[src/rtl/sha256_pkg.sv]
// Shared SHA-256 datapath constants and the accumulator state encoding.
package sha256_pkg;

  localparam int DATA_W = 32;

  typedef enum logic [1:0] {
    ACCUM   = 2'd0,
    RESOLVE = 2'd1,
    OUT     = 2'd2
  } acc_state_t;

endpackage

[src/rtl/carry_save_adder.sv]
// 3:2 carry-save compressor; carry is returned unshifted.
module carry_save_adder
  import sha256_pkg::*;
#(
  parameter int WIDTH = DATA_W
) (
  input  logic [WIDTH-1:0] a,
  input  logic [WIDTH-1:0] b,
  input  logic [WIDTH-1:0] c,
  output logic [WIDTH-1:0] sum,
  output logic [WIDTH-1:0] carry
);

  assign sum   = a ^ b ^ c;
  assign carry = (a & b) | (a & c) | (b & c);

endmodule

[src/rtl/csa_accumulator.sv]
// Multi-operand modulo-2^WIDTH adder, running total kept in carry-save form.
// Optional operand counter and out_count port: define CSA_ACC_COUNT_EN.
module csa_accumulator
  import sha256_pkg::*;
#(
  parameter int WIDTH = DATA_W
`ifdef CSA_ACC_COUNT_EN
  ,
  parameter int CNT_W = 4
`endif
) (
  input  logic             clk,
  input  logic             rst_n,
  input  logic             in_valid,
  output logic             in_ready,
  input  logic [WIDTH-1:0] in_data,
  input  logic             in_last,
  output logic             out_valid,
  input  logic             out_ready,
  output logic [WIDTH-1:0] out_data,
`ifdef CSA_ACC_COUNT_EN
  output logic [CNT_W-1:0] out_count,
`endif
  output logic             busy
);

  acc_state_t       state;
  logic [WIDTH-1:0] sum_q;
  logic [WIDTH-1:0] carry_q;
  logic [WIDTH-1:0] ps;
  logic [WIDTH-1:0] cy;
  logic             started;
  logic             accept;

`ifdef CSA_ACC_COUNT_EN
  logic [CNT_W-1:0] cnt;
`endif

  carry_save_adder #(
    .WIDTH(WIDTH)
  ) u_csa (
    .a    (sum_q),
    .b    (carry_q),
    .c    (in_data),
    .sum  (ps),
    .carry(cy)
  );

  assign in_ready = (state == ACCUM);
  assign accept   = in_valid && in_ready;
  assign busy     = (state != ACCUM) || started;

  always_ff @(posedge clk or negedge rst_n) begin
    if (!rst_n) begin
      state     <= ACCUM;
      sum_q     <= '0;
      carry_q   <= '0;
      started   <= 1'b0;
      out_data  <= '0;
      out_valid <= 1'b0;
`ifdef CSA_ACC_COUNT_EN
      cnt       <= '0;
      out_count <= '0;
`endif
    end else begin
      unique case (state)
        ACCUM: begin
          if (accept) begin
            sum_q   <= ps;
            // carry out of the MSB falls off the shift: arithmetic is mod 2^WIDTH
            carry_q <= cy << 1;
            started <= 1'b1;
`ifdef CSA_ACC_COUNT_EN
            if (cnt != '1) cnt <= cnt + 1'b1;
`endif
            if (in_last) state <= RESOLVE;
          end
        end
        RESOLVE: begin
          out_data  <= sum_q + carry_q;
          out_valid <= 1'b1;
`ifdef CSA_ACC_COUNT_EN
          out_count <= cnt;
`endif
          state     <= OUT;
        end
        OUT: begin
          if (out_ready) begin
            out_valid <= 1'b0;
            sum_q     <= '0;
            carry_q   <= '0;
            started   <= 1'b0;
`ifdef CSA_ACC_COUNT_EN
            cnt       <= '0;
            out_count <= '0;
`endif
            state     <= ACCUM;
          end
        end
        default: state <= ACCUM;
      endcase
    end
  end

endmodule

[config.mk]
export PLATFORM = sky130hd
export DESIGN_NAME = csa_accumulator
export DESIGN_NICKNAME = d
export VERILOG_FILES = /design/src/rtl/sha256_pkg.sv /design/src/rtl/carry_save_adder.sv /design/src/rtl/csa_accumulator.sv
export SDC_FILE = /design/constraint.sdc
export NUM_CORES = 1
export LEC_CHECK = 0
export ABC_AREA = 0
export ABC_CLOCK_PERIOD_IN_PS = 2800
export BUFFER_PORTS_ARGS = -buffer_cell sky130_fd_sc_hd__clkbuf_2
export CORE_UTILIZATION = 40
export DETAILED_ROUTE_END_ITERATION = 8
export GPL_ROUTABILITY_DRIVEN = 1
export SLEW_MARGIN = 20
export SYNTH_ARGS = -nofsm -noshare
export SYNTH_HDL_FRONTEND = slang
export SYNTH_SLANG_ARGS = --single-unit
[constraint.sdc]
create_clock -name clk -period 2.8 [get_ports clk]
set_input_delay 0.42 -clock clk [delete_from_list [all_inputs] [get_ports clk]]
set_output_delay 0.42 -clock clk [all_outputs]
set_load 0.1 [all_outputs]
==> impl_metrics.csv <==
group,metric,value,unit
die,die_h,122,um
synth,synthCells,522,
cts,clockBufferDepth,2,
placed_design,dpl.hpwl,9130,um
final_layout,drive_gt1_share,19.0,%
final_layout,antennaDiodeCount,0,
die,die_x,122,um
route,wl_per_cell,16.0,um
timing,min_period,2.73,ns
global_routing,grt_pass1_wl,21400,um
cts,h-tree-depth,3,
setup_path,required,3.04,ns
global_routing,track_usage,18.6,%
setup_path,worst_setup_path_end_kind,"flop",
cts,clk_latency,0.35,ns
timing,fin_skew,0.00952,ns
route,drc_errors,0,
final_layout,fin_cells,779,
placed_design,gp_congestion,0.870,
timing,timing.final.crit_share,97.4,%
synth,ys_seq_elements,99,
synth,synth_area,5730,sq um
setup_path,crit_arrival,2.97,ns
synth,synthFlopType,"dfrtp_1",
final_layout,multiInputGateArea,3140,sq um
cts,cts_tree,"done",
timing,fmax,0.367,GHz
cts,hold_buffers,0,
timing,grt_setup_unrepaired,"yes",
final_layout,fillerInstances,1315,
route,vias_per_cell,5.49,
timing,tightest_slew,0.680,ns
cts,numCtsBuffers,9,
die,row_count,43,
setup_path,worstPathMaxFanout,3,
route,num_vias,4279,
die,io_pins,72,
final_layout,seq_area,2480,sq um
synth,synth.distinct_cells,47,
die,die_area,14800,sq um
synth,async_flop_share,100,%
timing,setup_viol_count_final,0,
cts,cts_sinks,99,
cts,cts_root_buffer,"clkbuf_16",
die,core_area,13900,sq um
final_layout,area_delta_synth_final,17.7,%
die,start_util,41.1,%
setup_path,crit_path_start_kind,"flop",
timing,tns,0,ns
timing,hold_viol,0,
min_path,hp-class,"in2async",
flow_run,cap_violations,0,
synth,synth_fp_nets,621,
cts,clkTransAtPathRegs,0.07,ns
placed_design,numPortBuffers,71,
synth,synth_seq_area_share,43.3,%
global_routing,grt_remaining_overflow,0,
timing,slew_headroom,54.5,%
global_routing,grt_pass1_vias,4315,
synth,syn_area_per_cell,11.0,sq um
route,drt-total-wl,12500,um
route,first_iter_violations,242,
timing,maxSlewViolCount,0,
global_routing,antenna_found_initial,0,
global_routing,grt_max_degree,65,
route,firstDrtPassIters,4,
synth,yosys_warnings,0,
final_layout,nets,693,
placed_design,dp.cells,759,
setup_path,path_class,"reg2reg",
route,ant_nets,0,
synth,synth_edf_count,0,
status,status,"finished, final reports clean",
worst max-delay path: stages (launching register included):
cell and delay [ns]:
dfrtp_1 0.39, ha_2 0.20, inv_1 0.05, fa_2 0.34, nor2b_1 0.16, o31a_1 0.26, o31ai_4 0.09, a21oi_4 0.20
a21oi_4 0.08, o31a_1 0.33, o2111a_1 0.25, a221o_1 0.26
flip-flops by register name, summed over array words and instances, names as in the netlist:
signal and cells:
out_data 32, carry_q 31, state 2, sum_q 32, started 1, out_valid 1
synthesized netlist by cell type, types with 2 or more instances:
master	number	area share, %
inv_1	12	0.79
o31a_1	2	0.31
a211oi_1	6	0.79
xnor2_1	12	1.8
xor2_1	12	1.8
ha_1	31	6.8
nor4_1	5	0.55
and4_1	3	0.46
nor2b_1	3	0.33
or4_1	2	0.26
nand4_1	4	0.44
o211ai_1	3	0.39
a21oi_4	2	0.57
a21oi_1	26	2.3
fa_1	31	11
a21o_1	15	2.0
a31oi_1	4	0.44
nor2_1	20	1.3
nand2b_1	4	0.44
and3_1	3	0.33
buf_1	2	0.13
o21ai_1	15	1.3
o31ai_1	3	0.39
a22o_1	63	9.6
dfrtp_1	99	43
a311oi_1	3	0.46
o21bai_1	2	0.26
nand2_1	53	3.5
clkbuf_1	23	1.5
o21ai_0	30	2.6
nand3_1	4	0.35
o21a_1	6	0.79
nor3_1	5	0.44
worst paths after layout:
check | from | to | slack (ns) | cells past startpoint
min in group clk | out_ready | state[1]$_DFFE_PN0P_ | 0.29 | 2
hold / removal | rst_n | out_data[4]$_DFFE_PN0P_ | 0.09 | 1
setup reg to reg | sum_q[1]$_DFFE_PN0P_ | out_data[27]$_DFFE_PN0P_ | 0.07 | 11
setup / recovery | sum_q[1]$_DFFE_PN0P_ | out_data[27]$_DFFE_PN0P_ | 0.07 | 11
hold reg to reg | out_data[1]$_DFFE_PN0P_ | out_data[1]$_DFFE_PN0P_ | 0.48 | 2
max in group asynchronous | rst_n | carry_q[19]$_DFFE_PN0P_ | 2.01 | 2
layer usage:
metal / share of wire, % / vias to the layer above / track usage [%]
met3: 4.6 / 15 / 4.68
li1: - / 2075 / -
met2: 47 / 90 / 29.7
met4: 1.2 / 0 / 5.48
met5: 0 / - / 0
met1: 47 / 2099 / 25.0
through the flow:
stage | util [%] | worst slack, ns | instance area [sq um] | hold slack (ns)
after floorplan | - | 0.192 | 5730 | 0.124
after global placement | 45.5 | 0.0692 | 6350 | 0.462
after detailed placement | 45.5 | -0.0110 | 6350 | 0.470
after CTS | 48.0 | 0.00527 | 6690 | 0.116
after global routing | 48.4 | -0.0348 | 6740 | 0.142
final | 48.4 | 0.0727 | 6740 | 0.0932
cell usage in the layout (no fill, tap or decap), drive strengths merged, types with 3 or more instances in the layout:
cell type	count
a31oi	4
nand2b	4
fa	31
a311oi	4
nand2	53
dfrtp	99
o211ai	3
ha	31
and3	3
a21oi	28
o31ai	4
nand3	4
clkbuf	81
nand4	4
nor3	6
nor2b	3
nor4	5
inv	12
o21a	6
bufinv	3
a22o	63
nor2	20
a21o	15
buf	16
xor2	12
and4	3
o21ai	45
a211oi	7
xnor2	12
logic make-up (layout without fill, tap and decap cells):
logic type	Yosys count	after routing	share of synthesized area [%]
DFF	99	99	43.3
adders and majority gates	62	62	17.6
xor gates and xnor gates	24	24	3.67
AOI/OAI and AO/OA	191	191	24.3
buffers and inverters	37	114	2.43
and+or+nand+nor	109	109	8.76
final cells by class:
type	count	area share, %
multi-input combinational	386	46.6
sequential	99	36.7
timing repair buffer	86	7.54
clock buffer	11	3.60
tap	180	3.34
clock inverter	5	1.48
inverter	12	0.668
timing repair:
| action | CTS | global route |
|---|---|---|
| endpoints found under the setup margin | 1 | 4 |
| resized for setup | 1 | 3 |
| endpoints found under the hold margin | 0 | 0 |
| gates cloned | 0 | 0 |
| setup buffers | 0 | 4 |
| pin swaps | 0 | 4 |
Power is not shown: default switching activity piles up to over one toggle a cycle in this logic, so the estimate is an artifact.
